[src/rtl/mul_seq_pkg.sv]
// rtl/mul_seq_pkg.sv - shared multiplier constants, ALU select codes and state encodings
package mul_seq_pkg;

  localparam int DEFAULT_WIDTH = 32;

  // ALU select codes for the HI/LO multiply ops (funct field values)
  localparam logic [5:0] MULT_OP  = 6'h18;
  localparam logic [5:0] MULTU_OP = 6'h19;

  typedef enum logic [1:0] {
    ST_IDLE = 2'd0,
    ST_BUSY = 2'd1,
    ST_FIX  = 2'd2
  } state_t;

  function automatic logic is_mul_op(input logic [5:0] funct);
    return (funct == MULT_OP) || (funct == MULTU_OP);
  endfunction

endpackage

[src/rtl/mul_abs.sv]
// rtl/mul_abs.sv - combinational conditional negate giving an operand magnitude
module mul_abs #(
  parameter int WIDTH = 32
) (
  input  logic [WIDTH-1:0] value,
  input  logic             sign_en,
  output logic [WIDTH-1:0] magnitude
);

  // The most negative value maps to itself, which is its correct unsigned magnitude
  assign magnitude = (sign_en && value[WIDTH-1]) ? (~value + WIDTH'(1)) : value;

endmodule

[src/rtl/mul_seq.sv]
// rtl/mul_seq.sv - radix-2 shift-add multiplier producing HI/LO with start/busy/done handshake
module mul_seq
  import mul_seq_pkg::*;
#(
  parameter int WIDTH = DEFAULT_WIDTH
) (
  input  logic             clk,
  input  logic             rst,
  input  logic             start,
  input  logic             is_signed,
  input  logic [WIDTH-1:0] a,
  input  logic [WIDTH-1:0] b,
  input  logic             cancel,
  output logic             busy,
  output logic             done,
  output logic [WIDTH-1:0] hi,
  output logic [WIDTH-1:0] lo
);

  localparam int CW = $clog2(WIDTH + 1);

  state_t             state;
  logic [CW-1:0]      count;
  logic [WIDTH-1:0]   mcand;
  logic [WIDTH-1:0]   mplier;
  logic [WIDTH-1:0]   acc_hi;
  logic               neg;

  logic [WIDTH-1:0]   a_mag;
  logic [WIDTH-1:0]   b_mag;
  logic [WIDTH:0]     step_sum;
  logic [2*WIDTH-1:0] acc;
  logic [2*WIDTH-1:0] acc_fix;

  mul_abs #(.WIDTH(WIDTH)) u_abs_a (
    .value     (a),
    .sign_en   (is_signed),
    .magnitude (a_mag)
  );

  mul_abs #(.WIDTH(WIDTH)) u_abs_b (
    .value     (b),
    .sign_en   (is_signed),
    .magnitude (b_mag)
  );

  // The multiplier register doubles as the low half of the accumulator as bits retire
  always_comb begin
    step_sum = {1'b0, acc_hi} + (mplier[0] ? {1'b0, mcand} : {(WIDTH+1){1'b0}});
    acc      = {acc_hi, mplier};
    acc_fix  = neg ? (~acc + (2*WIDTH)'(1)) : acc;
  end

  always_ff @(posedge clk or negedge rst) begin
    if (!rst) begin
      state  <= ST_IDLE;
      count  <= '0;
      mcand  <= '0;
      mplier <= '0;
      acc_hi <= '0;
      neg    <= 1'b0;
      busy   <= 1'b0;
      done   <= 1'b0;
      hi     <= '0;
      lo     <= '0;
    end else begin
      done <= 1'b0;
      case (state)
        ST_IDLE: begin
          if (start) begin
            mcand  <= a_mag;
            mplier <= b_mag;
            acc_hi <= '0;
            neg    <= is_signed & (a[WIDTH-1] ^ b[WIDTH-1]);
            count  <= '0;
            busy   <= 1'b1;
            state  <= ST_BUSY;
          end
        end
        ST_BUSY: begin
          if (cancel) begin
            busy  <= 1'b0;
            state <= ST_IDLE;
          end else begin
            acc_hi <= step_sum[WIDTH:1];
            mplier <= {step_sum[0], mplier[WIDTH-1:1]};
            count  <= count + CW'(1);
            if (count == CW'(WIDTH - 1)) begin
              state <= ST_FIX;
            end
          end
        end
        ST_FIX: begin
          busy  <= 1'b0;
          state <= ST_IDLE;
          if (!cancel) begin
            hi   <= acc_fix[2*WIDTH-1:WIDTH];
            lo   <= acc_fix[WIDTH-1:0];
            done <= 1'b1;
          end
        end
        default: begin
          busy  <= 1'b0;
          state <= ST_IDLE;
        end
      endcase
    end
  end

endmodule

[config.mk]
export PLATFORM = sky130hd
export DESIGN_NAME = mul_seq
export DESIGN_NICKNAME = d
export VERILOG_FILES = /design/src/rtl/mul_seq_pkg.sv /design/src/rtl/mul_abs.sv /design/src/rtl/mul_seq.sv
export SDC_FILE = /design/constraint.sdc
export NUM_CORES = 1
export LEC_CHECK = 0
export CORE_UTILIZATION = 42
export DETAILED_ROUTE_END_ITERATION = 16
export GPL_TIMING_DRIVEN = 0
export SYNTH_ARGS = -nofsm -noshare
export SYNTH_HDL_FRONTEND = slang
export SYNTH_SLANG_ARGS = --single-unit
[constraint.sdc]
create_clock -name clk -period 3.7 [get_ports clk]
set_input_delay 0.37 -clock clk [delete_from_list [all_inputs] [get_ports clk]]
set_output_delay 0.37 -clock clk [all_outputs]
set_load 0.1 [all_outputs]
==> out/results.tsv, run 1 <==
metric	value	unit
outcome	finished, final reports clean	
cts_tree	done	
slew_headroom	33.0	%
vias_per_cell	5.66	
antenna_found_initial	0	
ys_ff_latch	171	
gp_congestion	0.885	
yosysWarnings	0	
dr.pass1.iters	5	
final_common_cell	dfrtp_1	
fin_total_pwr	7.01	mW
crit_family	simple AND/OR/NAND/NOR gates	
worst_clock_skew	0.0159	ns
r2r-start	mplier[0]$_DFFE_PN0P_	
endpoint_kind	register	
cts.clk_slew.worst_paths	0.07	ns
critPathKind	reg -> reg	
worst_pin_slew	1.00	ns
portBuffers	134	
rows	59	
min_path_type	reg -> reg	
yosysSeqAreaShare	38.6	%
netlist_instances	1294	
synth_top_area_cell	dfrtp_1	
start_util	42.7	%
die_area	27000	um^2
required	4.00	ns
clock_latency	0.44	ns
pin_count	135	
power.density	519	nW/um^2
dp_cells	1764	
period_share	96.7	%
hpwl	25.4	mm
finalMaxSlewViolations	0	
synth_top_area_share	38.6	%
setup_viol	0	
finalNetCount	1557	
crit_slowest_cell	or4b_2	
die_h	164	um
start_kind	register	
syn_area	11100	um^2
cp_max_fo	10	
synth_nets	1400	
area_delta_synth_final	22.0	%
ir_worst_vdd	0.348	mV
ys_types	71	
clock_path_buffers	2	
holdCritStartpoint	mcand[28]$_DFFE_PN0P_	
grt_max_degree	99	
ant_nets	0	
die-width	164	um
drt_iter0_drc	617	
met1_length	15.7	mm
synth_flop_cell	dfrtp_1	
drt_wl_total	33.5	mm
htreeDepth	4	
crit_start	mplier[0]$_DFFE_PN0P_	
grt_use_total	25.3	%
drive_gt1_share	5.05	%
numCtsBuffers	17	
critPathBufInv	4	
crit_path_cell_trace	clkbuf_4 -> inv_1 -> ha_1 -> or4b_2 -> or3_1 -> buf_2 -> nor3_4 -> buf_4 -> nand3_1 -> o41ai_2 -> xor2_1 -> a21oi_1	
period_minus_slack	3.58	ns
grt_pass1_wl	52.8	mm
grt_overflow_total	0	
drc	0	
core-area	26000	um^2
cts.sinks	171	
crit_arrival	3.87	ns
drv_cap	0	
synthArstFlopShare	100	%
insertedDiodeCount	0	
max_freq	0.280	GHz
met3_length	1.29	mm
hold_viol	0	
power_leakage	5.63	nW
mostFrequentLayoutCells	170 x dfrtp_1, 138 x nand2_1, 138 x o21ai_0, 133 x clkdlybuf4s50_1, 126 x nor2_1	
wl_met2	15.9	mm
cts_root_buf	clkbuf_16	
syn_area_per_cell	8.57	um^2
ys_top_cells_by_area	dfrtp_1 39%, xor2_1 7.6%, o21ai_0 6.4%	
stdcell_count	1799	
vias	10200	
cpPeakStageDelay	0.65	ns
wl_per_cell	18.6	um
final_core_util	52.0	%
top_layer_used	met4	
grt_pass1_vias	9673	
synth-edff-count	0	
[report_power, final]
group	internal [mW]	leakage [nW]	switching (mW)
sequential	2.19	2.26	0.467
combinational	0.998	3.09	1.51
clock	1.01	0.279	0.831
[layout make-up]
type | count | area (um^2)
multi-input cells | 1026 | 6410
repair buffers | 139 | 1410
well taps | 335 | 419
clock buffers | 18 | 429
plain buffers | 79 | 347
flip-flops and latches | 171 | 4280
clock inverters | 14 | 158
fillers | 2556 | 12500
inverters | 17 | 63.8
[worst reg2reg max path, delay by kind of cell (launching register included)]
family	cells	cell delay, ns
flops	1	0.50
fa+ha+maj	1	0.18
xor+xnor	1	0.19
simple gates	4	1.47
buf+inv	4	0.66
compound gates	2	0.43
[repair_timing]
item	in CTS	in global routing
setup endpoints to repair	25	19
resized for setup	1	10
pin swaps	1	0
hold buffers	1	0
endpoints found under the hold margin	11	0
setup buffers	2	1
[kinds of logic (layout without fill, tap and decap cells)]
group | Yosys count | after routing | synth area share, %
fa+ha+maj | 37 | 37 | 4.24
xor+xnor | 142 | 142 | 11.2
buf+inv | 97 | 267 | 3.70
flops | 171 | 171 | 38.6
simple gates | 435 | 435 | 19.1
mux | 4 | 4 | 0.373
compound gates | 408 | 408 | 22.8
[path summary, 6_finish.rpt]
| check | to | depth (start not counted) | slack (ns) |
|---|---|---|---|
| min | mcand[28]$_DFFE_PN0P_ | 2 | 0.48 |
| min reg2reg | mcand[28]$_DFFE_PN0P_ | 2 | 0.48 |
| max | hi[24]$_DFFE_PN0P_ | 12 | 0.12 |
| max in group asynchronous | acc_hi[22]$_DFFE_PN0P_ | 3 | 2.29 |
| max reg2reg | hi[24]$_DFFE_PN0P_ | 12 | 0.12 |
| min in group asynchronous | lo[29]$_DFFE_PN0P_ | 2 | 0.55 |
[metal layers]
layer	vias to the layer above	global-route usage (%)
met5	-	0
met3	40	2.91
met4	0	6.84
met1	4915	34.8
met2	267	42.3
li1	4955	-
[per-stage QoR]
| step | worst slack (ns) | cell area, um^2 | setup TNS, ns | hold slack (ns) |
|---|---|---|---|---|
| floorplan | 0.699 | 11100 | 0 | 0.0744 |
| global placement | -5.06 | 12800 | -865.35 | 0.455 |
| detailed placement | -0.307 | 12900 | -3.93 | 0.464 |
| CTS | 0.0240 | 13500 | 0 | 0.478 |
| global route | -0.0000946 | 13500 | -0.0000946 | 0.488 |
| finish | 0.123 | 13500 | 0 | 0.476 |
[synthesized netlist by cell type (all sizes together), types with 4 or more instances]
library cell and instances:
a211oi 5, a21o 16, a21oi 116, a22oi 30
a31oi 10, and2 37, and3 7, buf 6
clkbuf 71, dfrtp 171, ha 36, inv 17
nand2 138, nand2b 6, nand3 15, nand4 12
nor2 126, nor2b 8, nor3 23, nor4 16
o211ai 7, o21a 4, o21ai 142, o21bai 8
o31ai 29, o41ai 17, or3 19, or4 14
xnor2 46, xor2 96
[flip-flops by register name (all words and copies together), names as in the netlist]
| register | count |
|---|---|
| mcand | 32 |
| hi | 32 |
| done | 1 |
| neg | 1 |
| mplier | 32 |
| acc_hi | 32 |
| busy | 1 |
| state | 2 |
| count | 6 |
| lo | 32 |
Note: power is estimated with default switching activity, not from simulation.
==> run 2, diff against run 1 <==
CTS_CLUSTER_SIZE = 8   (was default)
==> results of run 2 <==
No change in the layout: final DEF, timing and power equal those of run 1.
